$ cat config.mk
export PLATFORM = sky130hd
export DESIGN_NAME = prog_loader
export DESIGN_NICKNAME = d
export VERILOG_FILES = /design/src/rtl/prog_loader.sv
export SDC_FILE = /design/constraint.sdc
export NUM_CORES = 1
export LEC_CHECK = 0
export ABC_AREA = 1
export CAP_MARGIN = 20
export CELL_PAD_IN_SITES_DETAIL_PLACEMENT = 1
export CELL_PAD_IN_SITES_GLOBAL_PLACEMENT = 1
export CORE_ASPECT_RATIO = 0.9
export CORE_MARGIN = 1
export CORE_UTILIZATION = 40
export CTS_CLUSTER_DIAMETER = 100
export DETAILED_ROUTE_END_ITERATION = 8
export GPL_TIMING_DRIVEN = 0
export PLACE_DENSITY = 0.86
export SLEW_MARGIN = 20
export SYNTH_ARGS = -nofsm -noshare
export SYNTH_HDL_FRONTEND = slang
export SYNTH_SLANG_ARGS = --single-unit
$ cat constraint.sdc
create_clock -name clk -period 2.9 [get_ports clk]
set_clock_uncertainty 0.1 [all_clocks]
set_input_delay 0.725 -clock clk [delete_from_list [all_inputs] [get_ports clk]]
set_output_delay 0.725 -clock clk [all_outputs]
set_load 0.05 [all_outputs]
$ cat src/rtl/prog_loader.sv
// Boot-time program loader.
// Takes a byte stream (16-bit little-endian word count, then little-endian
// instruction words) over a valid/ready handshake. It assembles 32-bit words,
// writes them into instruction memory, and holds the core in reset until the
// image is complete.
//
// Ports:
//   clk        clock, all state changes on its rising edge
//   reset      synchronous active-low reset
//   in_valid   source has a byte on in_data
//   in_data    stream byte
//   in_ready   loader accepts a byte this cycle
//   reload     single-cycle reload request, honoured only while running
//   mem_wr     instruction-memory write strobe, one cycle per word
//   mem_addr   word address of the write
//   mem_wdata  assembled instruction word
//   core_reset 1 holds the core at PC 0
//   done       image loaded, core running
//   error      header length exceeded the memory depth; cleared only by reset
module prog_loader #(
  parameter int unsigned ADDR_W = 12
) (
  input  logic              clk,
  input  logic              reset,
  input  logic              in_valid,
  input  logic [7:0]        in_data,
  output logic              in_ready,
  input  logic              reload,
  output logic              mem_wr,
  output logic [ADDR_W-1:0] mem_addr,
  output logic [31:0]       mem_wdata,
  output logic              core_reset,
  output logic              done,
  output logic              error
);

  // 17 bits so a depth of 2**16 words still compares correctly.
  localparam logic [16:0] DepthLen = 17'(2 ** ADDR_W);

  typedef enum logic [2:0] {
    StLenLo,
    StLenHi,
    StData,
    StWrite,
    StRun,
    StErr
  } state_e;

  state_e              state_q;
  logic [15:0]         count_q;
  logic [1:0]          byte_idx_q;
  logic [15:0]         word_idx_q;
  logic [31:0]         word_q;
  logic [ADDR_W-1:0]   addr_q;

  logic                xfer;
  logic [15:0]         len_full;

  assign xfer     = in_valid && in_ready;
  assign len_full = {in_data, count_q[7:0]};

  always_ff @(posedge clk) begin
    if (!reset) begin
      state_q    <= StLenLo;
      count_q    <= '0;
      byte_idx_q <= '0;
      word_idx_q <= '0;
      word_q     <= '0;
      addr_q     <= '0;
    end else begin
      unique case (state_q)
        StLenLo: begin
          if (xfer) begin
            count_q[7:0] <= in_data;
            state_q      <= StLenHi;
          end
        end
        StLenHi: begin
          if (xfer) begin
            count_q[15:8] <= in_data;
            if (len_full == 16'd0) begin
              state_q <= StRun;
            end else if ({1'b0, len_full} > DepthLen) begin
              state_q <= StErr;
            end else begin
              byte_idx_q <= '0;
              word_idx_q <= '0;
              state_q    <= StData;
            end
          end
        end
        StData: begin
          // The address is only ever presented during the following WRITE
          // cycle; word_idx cannot move while collecting bytes.
          addr_q <= word_idx_q[ADDR_W-1:0];
          if (xfer) begin
            word_q[{byte_idx_q, 3'b000} +: 8] <= in_data;
            byte_idx_q <= byte_idx_q + 2'd1;
            if (byte_idx_q == 2'd3) begin
              state_q <= StWrite;
            end
          end
        end
        StWrite: begin
          if (word_idx_q == count_q - 16'd1) begin
            state_q <= StRun;
          end else begin
            word_idx_q <= word_idx_q + 16'd1;
            state_q    <= StData;
          end
        end
        StRun: begin
          if (reload) begin
            count_q    <= '0;
            byte_idx_q <= '0;
            word_idx_q <= '0;
            state_q    <= StLenLo;
          end
        end
        StErr: begin
          state_q <= StErr;
        end
        default: begin
          state_q <= StLenLo;
        end
      endcase
    end
  end

  // All control outputs decode from the registered state only.
  assign in_ready   = (state_q == StLenLo) || (state_q == StLenHi) || (state_q == StData);
  assign mem_wr     = (state_q == StWrite);
  assign core_reset = (state_q != StRun);
  assign done       = (state_q == StRun);
  assign error      = (state_q == StErr);
  assign mem_addr   = addr_q;
  assign mem_wdata  = word_q;

endmodule

* Yosys cells after proc, flatten, opt, wreduce, memory -nomap -nowiden
Index checks and enable logic that the tools add are counted.
Word-level totals: bits in registers 81, input port bits 12, output and inout port bits 49, logic and storage cells 70
Operators by class: order comparisons 1, $add $sub $neg 4, mux-type cells 25, shift operators 2, reductions and logical operators 15, eq/ne operators 16
Operators with widths (number):
- $mux W16 | 5
- $pmux W16 S3 | 1
- $bwmux W32 | 1
- $pmux W8 S2 | 2
- $shift A8 B7 Y32 const A | 1
- $shiftx A8 B7 Y32 | 1
- $mux W3 | 8
- $pmux W3 S6 | 1
- $add A16 B1 Y16 const B | 1
- $eq A16 B16 Y1 | 1
- $gt A16 B13 Y1 const B | 1
- $logic_not A16 Y1 | 1
- $ne A2 B2 Y1 const B | 8
- $sub A16 B1 Y16 const B | 1
- $reduce_and A6 Y1 | 2
- $mux W2 | 5
- $mux W8 | 1
- $neg A5 Y7 | 1
- $eq A3 B2 Y1 const B | 2
- $eq A3 B3 Y1 const B | 2
- $pmux W2 S3 | 1
- $reduce_and A3 Y1 | 2
- $reduce_bool A3 Y1 | 2
- $reduce_and A5 Y1 | 1
- other kinds (9) | 11

* Depth between registers and ports, before layout
word-level depth 6, mapped depth 16, gate-level depth less buffers 16

* Worst setup path before layout
No wires, ideal clock.
path type reg-to-output, start point register state_q[0], end point output port error, required time 2.075 ns, stages on the path, launching flop included 5, buffers on the path 0, setup slack 0.689 ns, arrival time 1.386 ns, cell sequence dfxtp_1 > inv_1 > nor2_1 > inv_1 > nor2_1
On the way: word-level cells in the longest chain between the ends 1
RTL lines:
- start: declaration | line 49 | state_e state_q;
- start signal: assignment | line 64 | state_q <= StLenLo;
- start signal: assignment | line 75 | state_q <= StLenHi;
- start signal: assignment | line 82 | state_q <= StRun;
- $eq A3 B3 Y1 | line 135 | assign error = (state_q == StErr);
- end: declaration | line 34 | output logic error
No other way between the ends.

* Worst setup path in the final report
start point register state_q[2], end point output port core_reset
On the way: word-level cells in the longest chain between the ends 1
RTL lines:
- $ne A3 B3 Y1 | line 133 | assign core_reset = (state_q != StRun);
- end: declaration | line 32 | output logic core_reset,
No other way between the ends.

==> impl_metrics.csv <==
group,metric,value,unit
status,status,"complete, no violations",
floorplanning,initial_core_util,41.4,%
grt,grt_pass1_wl,26.5,mm
synth,synth-async-reset-ratio,0,%
placed_design,place_area,0.00557,mm²
finish,nFillCells,1532,
worst_hold_path,hold_path_class,"flip-flop to flip-flop",
placed_design,port_buffers,60,
finish,most-common-layout-cells,"161 x nand2_1, 81 x nor2_1, 81 x dfxtp_1",
worst_setup_path,crit_path_start_kind,"flip-flop",
finish,drive_gt1_share,11.4,%
timing,slew_violations,0,
worst_setup_path,timing.rr.start,"count_q[0]",
finish,nNetsFinal,794,
timing,setup_violations,0,
clock_network,cts_setup_buffers,0,
worst_setup_path,startpoint,"state_q[2]",
worst_setup_path,r2r_cells,16,
detailed_routing,dr.pass1.iters,5,
grt,groute.usage.overall,28.1,%
clock_network,clock_latency,0.34,ns
flow_run,drv_cap,0,
worst_setup_path,cp-end-kind,"output pin",
timing,slew_headroom,54.9,%
worst_setup_path,worstPathRequired,2.08,ns
finish,multi_input_comb_area,0.00274,mm²
timing,hold_ws,0.367,ns
synth,ys_types,46,
pwr,vdd_drop_max,0.000326,V
timing,finalHoldViolCount,0,
finish,antenna_cells,0,
synth,yosysWarningCount,0,
detailed_routing,route.detailed.drc,0,
worst_setup_path,critPathTopFamily,"buffers and inverters",
clock_network,cts_tree,"done",
finish,final_common_cell,"nand2_1",
pwr,leakage,2.34,nW
floorplanning,ios,61,
clock_network,clock_sinks,81,
clock_network,htreeDepth,3,
worst_setup_path,slowest_stage,"clkdlybuf4s50_1",
timing,max_freq,0.354,GHz
synth,syn_nets,723,
worst_setup_path,worstSetupEndpoint,"core_reset",
grt,antenna_found_initial,0,
finish,final_area,0.00586,mm²
synth,synth_seq_cells,81,
synth,syn_inst,704,
clock_network,cts_buffer_depth,2,
detailed_routing,wl,16.7,mm
synth,yosys.area.top_type,"dfxtp_1",
floorplanning,die_w,117,µm
detailed_routing,avgRoutedWirePerCell,17.9,µm
synth,ys_top_cells_by_area,"dfxtp_1 34%, nand2_1 13%, a21oi_1 6.4%",
placed_design,gp_congestion,0.896,
grt,grt_pass1_vias,5201,
worst_setup_path,critPathMaxFanout,7,
placed_design,dp_hpwl,12.7,mm
floorplanning,die_area,0.0124,mm²
timing,setup_tns,0,ns
synth,yosysTopAreaCellShare,34.0,%
worst_setup_path,arrival,2.00,ns
clock_network,clock-root-buffer,"clkbuf_16",
worst_setup_path,crit_type,"flip-flop to output pin",
worst_setup_path,critPathBufInv,3,
grt,grt_max_degree,14,
pwr,power,0.00357,W
clock_network,cts_buffers,9,
timing,fin_crit_sh,97.3,%
finish,seqCellArea,0.00162,mm²
detailed_routing,drtIter0Drc,208,
pwr,p_per_area,608,mW/mm²
detailed_routing,dr_total_vias,5049,
synth,synth_flop_cell,"dfxtp_1",
synth,syn_avg_cell_area,6.78,µm²
worst_setup_path,crit_chain,"inv_1 -> nor2_2 -> inv_2 -> clkdlybuf4s50_1",
grt,globalRouteOverflowTotal,0,
worst_setup_path,rrSetupSlack,0.37,ns
floorplanning,row_count,37,
finish,area_delta_synth_final,22.8,%
synth,synth_area,0.00478,mm²
floorplanning,coreArea,0.0115,mm²
floorplanning,die_y,106,µm
worst_setup_path,rr_endpoint,"word_idx_q[15]",
timing,period_minus_slack,2.82,ns
detailed_routing,via_per_inst,5.40,
timing,worst_pin_slew,0.676,ns
clock_network,clk_transition_reported_paths,0.06,ns
worst_setup_path,crit_cells,4,
synth,synth.yosys.seq_area_share,34.0,%
worst_setup_path,slowest_delay,0.71,ns
synth,synth_edf_count,0,
detailed_routing,drtAntennaViolNets,0,
## worst min-delay path by stage
stage / start / to / slack, ns / cells after the start
6_report: mem_wdata[21] / mem_wdata[21] / 0.37 / 2
3_5_place_dp: mem_wdata[12] / mem_wdata[12] / 0.36 / 2
4_1_cts: mem_wdata[21] / mem_wdata[21] / 0.37 / 2
2_1_floorplan: count_q[1] / count_q[1] / 0.35 / 2
5_1_grt: mem_wdata[22] / mem_wdata[22] / 0.39 / 2
3_3_place_gp: mem_wdata[28] / mem_wdata[28] / 0.36 / 2
## worst reg2reg max path: cells and delay by family, from the launching register on
| family | cells | cell delay (ns) |
|---|---|---|
| DFF | 1 | 0.35 |
| buffers and inverters | 3 | 0.34 |
| AOI/OAI and AO/OA | 1 | 0.12 |
| and+or+nand+nor | 11 | 1.26 |
| adders and majority gates | 1 | 0.29 |
## logic make-up after synthesis
group	after synthesis	share of synthesized area, %
and+or+nand+nor	374	37.1
AOI/OAI and AO/OA	117	14.1
buffers and inverters	102	8.75
DFF	81	34.0
xor gates and xnor gates	23	4.22
adders and majority gates	7	1.83
## metal layers
metal / part of all wire (%) / GRT usage, %
met5: 0 / 0
met4: 2.0 / 9.58
met3: 4.2 / 5.00
met2: 48 / 45.8
met1: 46 / 37.1
## power by group
| group | total [W] | leakage [nW] | switching (W) | internal (W) |
|---|---|---|---|---|
| registers | 0.00122 | 0.655 | 0.0000628 | 0.00116 |
| logic | 0.00121 | 1.54 | 0.000857 | 0.000352 |
| clock network | 0.00114 | 0.142 | 0.000474 | 0.000663 |
| total | 0.00357 | 2.34 | 0.00139 | 0.00217 |
## per-stage QoR
stage | instances | setup WS [ns] | util [%]
global placement | 920 | 0.0223 | 48.3
floorplan | 704 | 0.689 | -
detailed placement | 920 | -0.0191 | 48.3
finish | 935 | 0.0789 | 50.9
global route | 935 | -0.00628 | 50.9
CTS | 935 | 0.0249 | 50.8
## sequential cells by signal, indices dropped and copies added (netlist names)
signal      flops
byte_idx_q      2
count_q        16
mem_addr       12
mem_wdata      32
state_q         3
word_idx_q     16
## cell usage after synthesis (2+ instances only)
library cell	instances
nand2_1	161
dfxtp_1	81
nor2_1	81
inv_1	65
a21oi_1	61
nand3_1	42
o21ai_0	27
nand4_1	21
xor2_1	19
nand2_2	16
clkbuf_1	15
or3_1	12
a21oi_2	10
inv_2	9
nor2_2	8
a211oi_1	7
ha_1	7
buf_2	6
nor3_1	6
nor2_4	5
a31oi_1	4
nand3_2	4
o211a_1	4
xnor2_1	4
clkbuf_2	3
nand3b_1	3
or2_2	2
or3b_1	2
or3b_2	2
## what timing repair did
| action | CTS | global route |
|---|---|---|
| hold buffers | 0 | 0 |
| endpoints found under the setup margin | 3 | 3 |
| pin swaps | 0 | 0 |
| resized for setup | 5 | 3 |
## final cells by class
type,count,area share [%]
Multi-Input combinational cell,521,46.7
Clock buffer,10,3.90
Clock inverter,5,0.981
Inverter,75,4.80
Tap cell,156,3.33
Sequential cell,81,27.7
Buffer,27,2.35
Timing Repair Buffer,60,10.2
Power figures use the tool's default switching activity.
